File: src/rtl/mod12_ctrl_pkg.sv
// Shared types and constants for the mod-12 counter controller and its display driver.
package mod12_ctrl_pkg;

  typedef enum logic [1:0] {
    IDLE  = 2'd0,
    RUN   = 2'd1,
    PAUSE = 2'd2
  } state_t;

  localparam int MOD = 12;

  // Segment order {a,b,c,d,e,f,g,dp}, active-high
  localparam logic [7:0] SEG_0    = 8'hFC;
  localparam logic [7:0] SEG_1    = 8'h60;
  localparam logic [7:0] SEG_2    = 8'hDA;
  localparam logic [7:0] SEG_3    = 8'hF2;
  localparam logic [7:0] SEG_4    = 8'h66;
  localparam logic [7:0] SEG_5    = 8'hB6;
  localparam logic [7:0] SEG_6    = 8'hBE;
  localparam logic [7:0] SEG_7    = 8'hE0;
  localparam logic [7:0] SEG_8    = 8'hFE;
  localparam logic [7:0] SEG_9    = 8'hF6;
  localparam logic [7:0] SEG_DASH = 8'h02;

  localparam logic [3:0] CTRL_ONES = 4'b0111;
  localparam logic [3:0] CTRL_TENS = 4'b1011;
  localparam logic [3:0] CTRL_OFF  = 4'b1111;

  function automatic logic [7:0] glyph(input logic [3:0] d);
    case (d)
      4'd0:    glyph = SEG_0;
      4'd1:    glyph = SEG_1;
      4'd2:    glyph = SEG_2;
      4'd3:    glyph = SEG_3;
      4'd4:    glyph = SEG_4;
      4'd5:    glyph = SEG_5;
      4'd6:    glyph = SEG_6;
      4'd7:    glyph = SEG_7;
      4'd8:    glyph = SEG_8;
      4'd9:    glyph = SEG_9;
      default: glyph = SEG_DASH;
    endcase
  endfunction

endpackage

File: src/rtl/mod12_counter_ctrl_seg7_scan.sv
// Two-digit multiplexed seven-segment driver: free-running slot timer, digit select,
// BCD split of the counter value and glyph lookup, all registered together.
module seg7_scan
  import mod12_ctrl_pkg::*;
#(
  parameter int SCAN_DIV = 2000
) (
  input  logic       clk,
  input  logic       reset,
  input  logic [3:0] q,
  input  logic       illegal,
  output logic [7:0] segment,
  output logic [3:0] ctrl
);

  localparam int SW = (SCAN_DIV > 1) ? $clog2(SCAN_DIV) : 1;
  localparam logic [SW-1:0] SCAN_TC = SW'(SCAN_DIV - 1);

  logic [SW-1:0] scan_cnt;
  logic          sel_tens;
  logic [3:0]    ones;
  logic [3:0]    tens;

  always_comb begin
    ones = (q >= 4'd10) ? (q - 4'd10) : q;
    tens = (q >= 4'd10) ? 4'd1 : 4'd0;
  end

  // segment and ctrl are loaded from the same select bit on the same edge
  always_ff @(posedge clk or negedge reset) begin
    if (!reset) begin
      scan_cnt <= '0;
      sel_tens <= 1'b0;
      segment  <= 8'h00;
      ctrl     <= CTRL_OFF;
    end else begin
      if (scan_cnt == SCAN_TC) begin
        scan_cnt <= '0;
        sel_tens <= ~sel_tens;
      end else begin
        scan_cnt <= scan_cnt + SW'(1);
      end
      if (sel_tens) begin
        ctrl    <= CTRL_TENS;
        segment <= illegal ? SEG_DASH : glyph(tens);
      end else begin
        ctrl    <= CTRL_ONES;
        segment <= illegal ? SEG_DASH : glyph(ones);
      end
    end
  end

endmodule

File: src/rtl/mod12_counter_ctrl.sv
// Run/pause/clear sequencer for the external mod-12 counter: count-rate prescaler,
// count/clear pulses, illegal-value detection and the display driver.
//
//   state | meaning
//   IDLE  | stopped after reset or clear, prescaler held at 0
//   RUN   | prescaler advancing, cnt_en issued at each terminal count
//   PAUSE | stopped, prescaler frozen so a resume keeps the phase
module mod12_counter_ctrl
  import mod12_ctrl_pkg::*;
#(
  parameter int TICK_DIV = 2000000,
  parameter int SCAN_DIV = 2000
) (
  input  logic       clk,
  input  logic       reset,
  input  logic       start,
  input  logic       stop,
  input  logic       clear,
  input  logic [3:0] q,
  output logic       cnt_en,
  output logic       cnt_clr,
  output logic       running,
  output logic       wrap,
  output logic       err,
  output logic [7:0] segment,
  output logic [3:0] ctrl
);

  localparam int PW = (TICK_DIV > 1) ? $clog2(TICK_DIV) : 1;
  localparam logic [PW-1:0] PRESC_TC = PW'(TICK_DIV - 1);

  state_t        state;
  logic [PW-1:0] presc;
  logic          illegal;

  assign illegal = (q >= 4'(MOD));

  always_ff @(posedge clk or negedge reset) begin
    if (!reset) begin
      state   <= IDLE;
      presc   <= '0;
      cnt_en  <= 1'b0;
      cnt_clr <= 1'b0;
      running <= 1'b0;
      wrap    <= 1'b0;
      err     <= 1'b0;
    end else begin
      cnt_en  <= 1'b0;
      cnt_clr <= 1'b0;
      wrap    <= 1'b0;
      err     <= 1'b0;
      if (clear) begin
        state   <= IDLE;
        presc   <= '0;
        cnt_clr <= 1'b1;
        running <= 1'b0;
      end else if (illegal && state != IDLE) begin
        // Recover the datapath but leave sequencing exactly where it was
        err     <= 1'b1;
        cnt_clr <= 1'b1;
        running <= (state == RUN);
      end else begin
        case (state)
          IDLE: begin
            if (start) begin
              state   <= RUN;
              presc   <= '0;
              running <= 1'b1;
            end else begin
              running <= 1'b0;
            end
          end
          RUN: begin
            if (stop) begin
              state   <= PAUSE;
              running <= 1'b0;
            end else begin
              running <= 1'b1;
              if (presc == PRESC_TC) begin
                presc  <= '0;
                cnt_en <= 1'b1;
                wrap   <= (q == 4'(MOD - 1));
              end else begin
                presc <= presc + PW'(1);
              end
            end
          end
          PAUSE: begin
            if (start) begin
              state   <= RUN;
              running <= 1'b1;
            end else begin
              running <= 1'b0;
            end
          end
          default: begin
            state   <= IDLE;
            running <= 1'b0;
          end
        endcase
      end
    end
  end

  seg7_scan #(
    .SCAN_DIV(SCAN_DIV)
  ) u_scan (
    .clk     (clk),
    .reset   (reset),
    .q       (q),
    .illegal (illegal),
    .segment (segment),
    .ctrl    (ctrl)
  );

endmodule

File: config.mk
export PLATFORM = sky130hd
export DESIGN_NAME = mod12_counter_ctrl
export DESIGN_NICKNAME = d
export VERILOG_FILES = /design/src/rtl/mod12_ctrl_pkg.sv /design/src/rtl/mod12_counter_ctrl_seg7_scan.sv /design/src/rtl/mod12_counter_ctrl.sv
export SDC_FILE = /design/constraint.sdc
export NUM_CORES = 1
export LEC_CHECK = 0
export ABC_AREA = 1
export CAP_MARGIN = 20
export CORE_ASPECT_RATIO = 0.6
export CORE_MARGIN = 2
export CORE_UTILIZATION = 57
export DETAILED_ROUTE_END_ITERATION = 7
export GPL_ROUTABILITY_DRIVEN = 0
export MAX_ROUTING_LAYER = met4
export PLACE_DENSITY = 0.79
export SLEW_MARGIN = 20
export SYNTH_ARGS = -nofsm -noshare
export SYNTH_HDL_FRONTEND = slang
export SYNTH_SLANG_ARGS = --single-unit
File: constraint.sdc
create_clock -name clk -period 1.75 [get_ports clk]
set_clock_uncertainty 0.1 [all_clocks]
set_input_delay 0.175 -clock clk [delete_from_list [all_inputs] [get_ports clk]]
set_output_delay 0.175 -clock clk [all_outputs]
set_load 0.01 [all_outputs]
---- Yosys cells after proc, flatten, opt, wreduce, memory -nomap -nowiden ----
Memories as Yosys holds them, arrays and structs flattened.
Index checks and enable logic that the tools add are counted.
word-level totals
  logic and storage cells ................. 72
  output and inout bits ................... 17
  memories ................................ 2
  memory bits (read-only) ................. 224
  bits of input ports ..................... 9
  bits in registers ....................... 52
operators by class
  muxes and demuxes ....................... 36
  reduce and logical (&&, ||, !) cells .... 7
  add/subtract/negate cells ............... 3
  bitwise logic cells ..................... 1
  eq/ne operators ......................... 10
  magnitude comparators ................... 2
memory list
  memory            depth  bits a word  rd ports  clocked after Yosys merged registers in  write ports  RTL line              RTL
  (name not given)  16     7            1         0                                        0            mod12_ctrl_pkg.sv:30  case (d)
  (name not given)  16     7            1         0                                        0            mod12_ctrl_pkg.sv:30
operators by type and width
  cell                   number
  $mux 21                5
  $pmux 21 s2            1
  $mux 8                 3
  $add 21x1->21 const B  1
  $eq 21x21->1 const B   1
  $mux 1                 18
  $add 11x1->11 const B  1
  $eq 11x11->1 const B   1
  $mux 11                1
  $ne 3x3->1 const B     3
  $ge 4x4->1 const B     2
  $mux 2                 4
  $mux 4                 2
  $eq 4x4->1 const B     1
  $pmux 2 s2             1
  $reduce_and 4->1       1
  $sub 4x4->4 const B    1
  $ne 3x1->1 const B     1
  $reduce_and 3->1       1
  $reduce_bool 3->1      1
  $eq 2x1->1 const B     1
  $eq 2x2->1 const B     1
  $logic_not 2->1        1
  $ne 2x2->1 const B     1
  other kinds (5)        5

---- Longest topological paths before layout ----
Gate-level depths: netlist of the first run.
  depth after elaboration ................. 6
  mapped depth ............................ 12
  gate-level depth less buffers ........... 12

---- Modules after synthesis ----
Synthesis of the first run repeated with hierarchy kept, for this count alone.
second synthesis, totals
  cells, all modules ...................... 378
  area, all modules ....................... 2839.0 um^2
modules (own cells, without submodules)
  module              cells an instance  area each (um^2)  seq. area each (um^2)  times used
  mod12_counter_ctrl  238                1704.1            700.7                  1
  seg7_scan           140                1134.8            528.0                  1

---- Least setup slack after synthesis of the first run ----
Ideal clock, no wire load.
  path type ............................... reg2reg
  start point ............................. reg presc[0]
  end point ............................... reg presc[10]
  clock period less this slack ............ 1.561 ns
  cell stages (with the launch flop) ...... 9
  setup time .............................. 0.119 ns
  path slack .............................. 0.189 ns
  data arrival time ....................... 1.342 ns
  cells stage by stage .................... dfrtp_1 ha_1 nand3_2 nor2_4 nand3_2 nor2_4 nand2_1 o21ai_1 nor2_1
between the ends
  longest elaborated chain between the ends .. 6
ends and longest elaborated chain
  what                                                  RTL line                                            RTL
  start: declaration                                    mod12_counter_ctrl.sv:33                            logic [PW-1:0] presc;
  start signal: assignment                              mod12_counter_ctrl.sv:84                            presc <= presc + PW'(1);
  $add 21x1->21 / $eq 21x21->1 (equally long branches)  mod12_counter_ctrl.sv:84, mod12_counter_ctrl.sv:79
  $mux 21 *                                             mod12_counter_ctrl.sv:79                            if (presc == PRESC_TC) begin
  $mux 21 *                                             mod12_counter_ctrl.sv:74                            if (stop) begin
  $pmux 21 s2 *                                         mod12_counter_ctrl.sv:63                            case (state)
  $mux 21 *                                             mod12_counter_ctrl.sv:57                            end else if (illegal && state != IDLE) begin
  $mux 21 *                                             mod12_counter_ctrl.sv:52                            if (clear) begin
Every way passes the cells marked *; elsewhere a longest branch is shown, timed or not. The select of a mux whose other input is x is not followed.
A chain may end at the register's enable or synchronous reset.

---- Final worst setup path of the first run ----
  start point ............................. reg state[1]
  end point ............................... reg presc[3]
between the ends
  longest elaborated chain between the ends .. 4
ends and longest elaborated chain
  what                                                     RTL line                                            RTL
  start: declaration                                       mod12_counter_ctrl.sv:32                            state_t state;
  start signal: assignment                                 mod12_counter_ctrl.sv:40                            state <= IDLE;
  start signal: assignment                                 mod12_counter_ctrl.sv:53                            state <= IDLE;
  start signal: assignment                                 mod12_counter_ctrl.sv:66                            state <= RUN;
  $eq 2x1->1 (tied with other cells)                       mod12_counter_ctrl.sv:63
  $pmux 21 s2 / $logic_and 1x1->1 (equally long branches)  mod12_counter_ctrl.sv:63, mod12_counter_ctrl.sv:57
  $mux 21 / $ne 2x2->1 (equally long branches)             n/a
  $mux 21 / $reduce_and 4->1 (equally long branches)       n/a
Several ways; a longest one is shown, not always the timed one. The select of a mux whose other input is x is not followed.

==> metrics.txt, run 1 <==
Filler Cell Count=350; register area share after synthesis=0.434; vias in the first global route=about 2300; Iteration-0 DRC Markers=between 200 and 300; GR Overflow Total=0; DR vias/cell=5.39; Post-Syn Area=roughly 2800 sq um; Slew Limit Fails=0; Vias=approximately 2700; commonest non-fill, non-tap cells in the layout=nand2_1, inv_1, nor2_1, dfrtp_1, buf_4; antenna violation net count after detailed routing=0; CTS tree=yes; YS warnings=0; clock slew at reported path FFs=0.09 ns; share of layout cells above drive strength 1=0.200; CP arrival=roughly 1.8 ns; max cap viols=0; largest cells by area after synthesis=dfrtp_1, nand2_1, inv_1; # clock sinks=just under 50; largest net degree at the start of global routing=33; Die ar.=between 5000 and 6000 sq um; Synth top area share=0.416; ANT cells=0; PwrDens=between 700 and 800 nW/um^2; Layout area overhead=25.0%; Rows=19; antenna violations before repair=0; Initial Utilization=0.604; Fin. Hold Viols=0; I/O Buffers=22; worst min path class=in -> async; CP Max Fanout=8; most common cell after layout, fill and taps aside=nand2_1; core box area=about 4700 sq um; Synth Register Bits=between 40 and 50; total power=0.00280 W; Final HPWL DP=approximately 4900 microns; Residual DRC=0; I/O pins=26; Final Setup Violations=0; DRT Pass-1 Iters=5; cell area after layout=3540 sq um; CP startpoint kind=flop; WHS=0.224 ns; Cells after Synth=roughly 370; Avg Cell Area, Syn=7.59 sq um; CTS Buffer Depth=2; Worst-Skew Late Latency=around 0.30 ns; Root Buffer=clkbuf_8; first-pass GRT wire length=approximately 11000 microns; global-route total usage across every layer=0.271; die extent in y=between 50 and 60 microns; outcome=finished clean; P_leak=between 1.5 and 2 nW; routed len/inst=14.2 microns; Nets=~450; Die Width=between 90 and 100 microns; Final Cycle Share=0.977; type of the worst setup path=reg -> reg; CP required=around 1.8 ns; crit end category=flop; cts bufs inserted=5; fmax=approximately 590 MHz; Post-Route WL=around 7000 microns; Netlist cell types=35; Max VDD drop=~0.00053 V; Placed Area=around 3300 sq um; post-route minimum period=between 1.5 and 2 ns; H-tree levels=2; Yosys top cell by area=dfrtp_1
[path summary, 6_finish.rpt]
check	slack, ns	cells past startpoint	start	endpoint
worst max-delay path	0.04	7	state[1]$_DFFE_PN0P_	presc[3]$_DFFE_PN0P_
worst min-delay path	0.22	2	reset	state[0]$_DFFE_PN0P_
worst max register to register	0.04	7	state[1]$_DFFE_PN0P_	presc[3]$_DFFE_PN0P_
worst min register to register	0.37	0	u_scan.sel_tens$_DFFE_PN0N_	u_scan.ctrl[3]$_DFF_PN1_
max in group asynchronous	0.75	3	reset	u_scan.ctrl[3]$_DFF_PN1_
min in group clk	0.31	4	q[2]	u_scan.segment[1]$_DFF_PN0_
[registers in the layout, summed over array words and instances, names as in the netlist]
register,cells
cnt_clr,1
cnt_en,1
err,1
presc,21
running,1
state,2
u_scan.ctrl,2
u_scan.scan_cnt,11
u_scan.segment,7
u_scan.sel_tens,1
wrap,1
[synthesized netlist by cell type, drive strengths merged]
cell,instances
o21bai,1
nor3b,1
a221oi,1
a21boi,1
o21ai,15
a21o,1
o21a,1
xnor2,1
inv,58
nor2,55
nand3,28
buf,5
nand2,96
and3,1
nor3,18
ha,7
a21oi,14
conb,2
dfstp,2
dfrtp,47
o221ai,1
xor2,4
nand4,13
[cell type report]
| class | instances | area (sq um) | area share |
|---|---|---|---|
| Timing Repair Buffer | 53 | 465 | 0.132 |
| Multi-Input combinational cell | 263 | 1420 | 0.401 |
| Clock buffer | 7 | 86.3 | 0.0244 |
| Tap cell | 63 | 78.8 | 0.0223 |
| Inverter | 58 | 225 | 0.0636 |
| Clock inverter | 1 | 30.0 | 0.00849 |
| Sequential cell | 49 | 1230 | 0.349 |
[through the flow]
stage	cells	setup TNS, ns	setup slack, ns	utilization
floorplan	374	0	0.189	-
global placement	483	-3.43	-0.191	0.707
detailed placement	483	-4.45	-0.247	0.707
CTS	492	0	0.00607	0.735
global route	494	-0.132	-0.0220	0.756
finish	494	0	0.0409	0.756
[metal layers]
metal	up-vias	global-route usage	share of wire
li1	1299	-	-
met1	1218	0.402	0.47
met2	132	0.349	0.40
met3	16	0.0935	0.11
met4	0	0.0725	0.016
met5	-	-	0
[logic make-up after synthesis]
logic type	count (synthesis)	synth area share
adders and majority gates	7	0.0309
AOI/OAI and AO/OA	35	0.0707
and+or+nand+nor	212	0.351
other	2	0.00265
buffers and inverters	63	0.0946
DFF	49	0.434
xor gates and xnor gates	5	0.0155
[power breakdown]
part	switching, W	total [W]	internal [W]
Clock	0.000372	0.000838	0.000466
Combinational	0.000449	0.000737	0.000288
Sequential	0.0000397	0.00123	0.00119
Total	0.000862	0.00280	0.00194
[worst max-delay path, stage by stage, from the launching register on]
cell	delay (ns)
dfrtp_2	0.45
inv_2	0.11
nand2_1	0.10
nand3_2	0.10
nand3_4	0.18
buf_4	0.22
nor3b_1	0.25
nor3_2	0.09
[timing repair]
action | in CTS | in global routing
setup endpoints to repair | 6 | 25
pin swaps | 0 | 5
hold buffers | 1 | 0
gates resized for setup | 1 | 26
setup buffers | 0 | 1
cloned | 0 | 1
hold endpoints to repair | 17 | 0
No activity file was read; power rests on OpenSTA's default activity.
==> run 2: changes to the inputs <==
SYNTH_HIERARCHICAL = 1   (was default)
==> run 2 against run 1 <==
  * Register-to-register slack better by 0.06 ns
  * Critical path depth up 2
  * Flip-flop and latch count unchanged
  * Global-route usage down 2.7 points
  * Core utilization down 3.6 points
  * Worst hold slack better by 0.053 ns
  * Non-clock buffer count down 10
  * Highest routed layer unchanged
==> metrics.txt, run 2 <==
type of the worst setup path=reg -> reg; Filler Cell Count=370; post-route minimum period=1.65 ns; WHS=0.277 ns; crit end category=flop; Post-Syn Area=about 2800 sq um; most common cell after layout, fill and taps aside=nand2_1; GR Overflow Total=0; Iteration-0 DRC Markers=about 170; ANT cells=0; commonest non-fill, non-tap cells in the layout=nand2_1, nor2_1, inv_1, dfrtp_1, nand3_1; PwrDens=about 740 nW/um^2; Reg area=between 1000 and 1500 sq um; P_leak=1.68 nW; Buffers & Inverters on Critical Path=1; CTS Buffer Depth=2; Die Width=about 95 microns; Nets=~440; Residual DRC=0; DRT Pass-1 Iters=6; outcome=finished clean; Top reg by flops=presc; multi-input logic area=about 1400 sq um; Initial Utilization=0.606; asr flop ratio synth=1.00; Final Cycle Share=0.944; CTS tree=yes; kind of cell adding the most delay to the critical path=simple AND/OR/NAND/NOR gates; YS warnings=6; fmax=around 610 MHz; Yosys top cell by area=dfrtp_1; antenna violations before repair=0; Synth top area share=0.414; DR vias/cell=5.16; die extent in y=just under 60 microns; Vias=around 2500; Synth Register Bits=between 40 and 50; antenna violation net count after detailed routing=0; CP required=approximately 1.8 ns; cts bufs inserted=5; # clock sinks=between 40 and 50; I/O pins=26; Netlist cell types=33; WP depth=9; CP startpoint kind=flop; Slowest-stage cell, CP=dfrtp_1; Rows=19; CP Max Fanout=4; Final HPWL DP=roughly 4600 microns; first-pass GRT wire length=approximately 10000 microns; register area share after synthesis=0.433; Slew Limit Fails=0; Die ar.=5580 sq um; largest net degree at the start of global routing=50; H-tree levels=2; Post-Route WL=between 6000 and 7000 microns; Fin. Hold Viols=0; crit path cell chain=ha_1, nand3_2, nor2_2, nand3_1, nand2_2, nand2_4, buf_4, nand2_1, nor2_1; Regs by FF count=presc (21), u_scan/scan_cnt (11), u_scan/segment (7); Max VDD drop=0.000559 V; Synth Flop Type=dfrtp_1; share of layout cells above drive strength 1=0.146; Avg Cell Area, Syn=between 7 and 8 sq um; Layout area overhead=18.7%; Cells after Synth=~380; vias in the first global route=about 2200; core box area=between 4000 and 5000 sq um; Final Setup Violations=0; max incr delay on CP=slightly above 0.4 ns; worst min path class=in -> async; Root Buffer=clkbuf_8; count leader, synth=nand2_1; clock slew at reported path FFs=0.09 ns; R2R depth=9; largest cells by area after synthesis=dfrtp_1, nand2_1, nor2_1; CP arrival=1.74 ns; I/O Buffers=22; global-route total usage across every layer=0.244; final setup TNS=0 ns; top cells by count, synth=nand2_1, nor2_1, inv_1, dfrtp_1, nand3_1; Worst-Skew Late Latency=roughly 0.30 ns; max reg flops=21; unrepaired setup endpoints after global routing=no; max cap viols=0; Post-synth EDFFs=0; routed len/inst=about 12 microns
## run 2: cell count changes after synthesis, moves of 3 or more
cell / change
nor3_1: -6
nor2_1: +4
nor2_4: -3
nor2_2: +8
nand2_1: +10
nand2_2: +6
a21oi_1: -8
inv_1: -6
inv_2: +4
nor3_2: -5
## run 2: worst paths after layout
path                                             start                          end  slack, ns
max                               presc[0]$_DFFE_PN0P_         presc[8]$_DFFE_PN0P_        0.1
min                                              reset  u_scan/segment[2]$_DFF_PN0_       0.28
max reg2reg                       presc[0]$_DFFE_PN0P_         presc[8]$_DFFE_PN0P_        0.1
min reg2reg                u_scan/sel_tens$_DFFE_PN0N_     u_scan/ctrl[3]$_DFF_PN1_       0.31
max in group asynchronous                        reset     u_scan/ctrl[2]$_DFF_PN1_       0.99
min in group clk           u_scan/sel_tens$_DFFE_PN0N_     u_scan/ctrl[3]$_DFF_PN1_       0.31
## run 2: per-stage QoR
stage | area [sq um] | cells | worst slack, ns | utilization | power, W
3_5_place_dp | 3270 | 478 | -0.0636 | 0.699 | 0.00186
3_3_place_gp | 3270 | 478 | -0.0430 | 0.699 | 0.00185
4_1_cts | 3360 | 487 | 0.0765 | 0.718 | 0.00251
2_1_floorplan | 2840 | 379 | 0.233 | - | 0.00158
5_1_grt | 3370 | 488 | 0.00881 | 0.720 | 0.00264
6_report | 3370 | 488 | 0.0974 | 0.720 | 0.00251
## run 2: cells by family after synthesis
family                     synth area share
xor gates and xnor gates             0.0216
and+or+nand+nor                       0.376
AOI/OAI and AO/OA                    0.0533
other                               0.00265
buffers and inverters                0.0873
adders and majority gates            0.0264
DFF                                   0.433
## run 2: power by group
part | switching [W] | total [W] | internal (W)
Sequential | 0.0000367 | 0.00122 | 0.00118
Combinational | 0.000356 | 0.000638 | 0.000282
Clock | 0.000366 | 0.000651 | 0.000285
Total | 0.000758 | 0.00251 | 0.00175
## run 2: per-layer routing
metal,wire length (microns),part of all wire,up-vias,GRT usage
li1,-,-,1267,-
met1,3040,0.50,1134,0.371
met2,2390,0.39,113,0.335
met3,580,0.096,4,0.0563
met4,49,0.0081,0,0.0455
met5,0,0,-,-
## run 2: repair_timing
item / in CTS / in global routing
hold endpoints to repair: 47 / 0
resized for setup: 0 / 1
setup buffers: 0 / 1
hold buffers: 1 / 0
setup endpoints to repair: 0 / 13
## run 2: area by class of cell
class	count	area share
multi-input cells	271	0.405
repair buffers	43	0.122
well taps	63	0.0234
inverters	54	0.0605
clock buffers	8	0.0238
flip-flops and latches	49	0.365
## run 2: worst register-to-register path, stage by stage (launching register included)
cell	delay, ns
dfrtp_1	0.41
ha_1	0.21
nand3_2	0.12
nor2_2	0.13
nand3_1	0.13
nand2_2	0.11
nand2_4	0.06
buf_4	0.14
nand2_1	0.07
nor2_1	0.05
==> run 3: changes to the inputs <==
CORE_ASPECT_RATIO = default   (was 0.6)
GPL_TIMING_DRIVEN = 0   (was default)
==> run 3 against run 2 <==
  * Flip-flop and latch count is the same
  * Register-to-register slack about the same
  * Power rose by 4.4%
  * Die area shrank 0.33%
  * Maximum frequency hardly changed
  * Worst hold slack worse by 0.11 ns
  * Combinational power shrank 6.1%
  * Sequential share of layout area increased by 0.26 points
  * Core utilization decreased by 1.5 points
  * Clock-buffer cell count down 3
  * Cell area down 0.59%
  * First-iteration DRC count shrank 1.7%
  * Critical path type unchanged
  * Largest power group unchanged
  * Highest routed layer unchanged
==> metrics.txt, run 3 (same netlist as run 2, synthesis figures left out) <==
post-route minimum period=~1.7 ns; share of layout cells above drive strength 1=0.133; Top reg by flops=presc; Post-Route WL=5600 microns; DR vias/cell=between 5 and 6; cts bufs inserted=5; PwrDens=~780 nW/um^2; largest net degree at the start of global routing=28; Rows=25; P_leak=around 1.6 nW; Worst Max-Slew Pin Slew=around 0.54 ns; multi-input logic area=1400 sq um; Root Buffer=clkbuf_8; Die Width=between 70 and 80 microns; Vias=2412; worst min path class=in -> reg; WP depth=9; Residual DRC=0; commonest non-fill, non-tap cells in the layout=nand2_1, nor2_1, inv_1, dfrtp_1, nand3_1; Max VDD drop=around 0.00053 V; Final HPWL DP=approximately 4100 microns; Initial Utilization=0.597; Die ar.=5560 sq um; vias in the first global route=2220; Iteration-0 DRC Markers=between 150 and 200; CTS Buffer Depth=2; CP arrival=around 1.8 ns; max cap viols=0; PnR worst setup slack=0.0972 ns; reg-to-reg slack, setup=0.1 ns; R2R depth=9; final setup TNS=0 ns; ANT cells=0; die extent in y=74.6 microns; Final Cycle Share=0.944; Nets=around 430; fmax=between 600 and 700 MHz; outcome=finished clean; CP startpoint kind=flop; CTS tree=yes; Regs by FF count=presc (21), u_scan/scan_cnt (11), u_scan/segment (7); CP Max Fanout=10; clock slew at reported path FFs=approximately 0.09 ns; CP endpoint=presc[10]$_DFFE_PN0P_; Layout area overhead=18.0%; Buffers & Inverters on Critical Path=2; routed len/inst=11.7 microns; core box area=around 4800 sq um; max_slew headroom=0.643; Slowest-stage cell, CP=dfrtp_1; antenna violation net count after detailed routing=0; # clock sinks=49; max incr delay on CP=approximately 0.41 ns; first-pass GRT wire length=between 9000 and 10000 microns; DRT Pass-1 Iters=4; Reg area=between 1000 and 1500 sq um; Placed Cells=approximately 470; Worst R2R End=presc[10]$_DFFE_PN0P_; most common cell after layout, fill and taps aside=nand2_1; Fin. Hold Viols=0; I/O Buffers=22; Setup WS pre-CTS=-0.272 ns; Finished Layout Cells=480; CP required=approximately 1.8 ns; H-tree levels=2; kind of cell adding the most delay to the critical path=simple AND/OR/NAND/NOR gates; Final Setup Violations=0; I/O pins=26; crit path cell chain=ha_4, nand3_4, nor2_4, nand3_1, nand2_2, nand2_4, inv_4, buf_8, nor2_1; R2R Path Start=presc[1]$_DFFE_PN0P_; antenna violations before repair=0; WHS=approximately 0.17 ns; global-route total usage across every layer=0.231; max reg flops=21; Worst-Skew Late Latency=0.30 ns; GR Overflow Total=0; crit end category=flop; type of the worst setup path=reg -> reg; Slew Limit Fails=0; Filler Cell Count=393; Critical Path Source=presc[1]$_DFFE_PN0P_
-- run 3: repair_timing --
action                                  in CTS  in global routing
gates resized for setup                      0                 12
gates cloned                                 0                  0
endpoints found under the setup margin      10                 14
endpoints found under the hold margin       22                  0
hold buffers                                 1                  0
buffers inserted                             1                  1
pin swaps                                    1                  5
-- run 3: power breakdown --
group	leakage, nW	internal (W)	switching, W	total, W
Sequential	0.640	0.00118	0.0000359	0.00122
Clock	0.0585	0.000428	0.000372	0.000800
Combinational	0.952	0.000241	0.000358	0.000599
Total	1.65	0.00185	0.000765	0.00262
-- run 3: how the worst min path moves through the flow --
stage / start / endpoint / slack (ns) / depth (start not counted)
after global routing: q[3] / wrap$_DFF_PN0_ / 0.17 / 3
after floorplan: reset / cnt_clr$_DFF_PN0_ / -0.22 / 0
after detailed placement: reset / running$_DFF_PN0_ / 0.09 / 1
final: q[3] / wrap$_DFF_PN0_ / 0.17 / 3
after CTS: reset / presc[13]$_DFFE_PN0P_ / 0.30 / 2
after global placement: u_scan/sel_tens$_DFFE_PN0N_ / u_scan/ctrl[3]$_DFF_PN1_ / 0.29 / 0
-- run 3: metrics by stage --
stage | instance area [sq um] | util | power, W
global placement | 3150 | 0.662 | 0.00176
global route | 3350 | 0.705 | 0.00277
CTS | 3290 | 0.692 | 0.00259
finish | 3350 | 0.705 | 0.00262
detailed placement | 3160 | 0.665 | 0.00177
floorplan | 2840 | - | 0.00158
-- run 3: layout make-up --
cell class              count  share of cell area
multi-input cells         271               0.417
flip-flops and latches     49               0.367
repair buffers             26              0.0784
inverters                  54              0.0620
well taps                  67              0.0250
clock buffers               5              0.0205
plain buffers               5              0.0172
clock inverters             3              0.0131
-- run 3: metal layers --
layer,vias up,part of all wire,GRT usage
met5,-,0,-
met4,0,0.0082,0.0813
met3,6,0.039,0.0434
met2,52,0.49,0.370
met1,1111,0.46,0.294
li1,1243,-,-
-- run 3: worst min-delay path, stage by stage --
cell and delay [ns]:
dlymetal6s2s_1 0.20, nand4_1 0.12, nor3_1 0.05
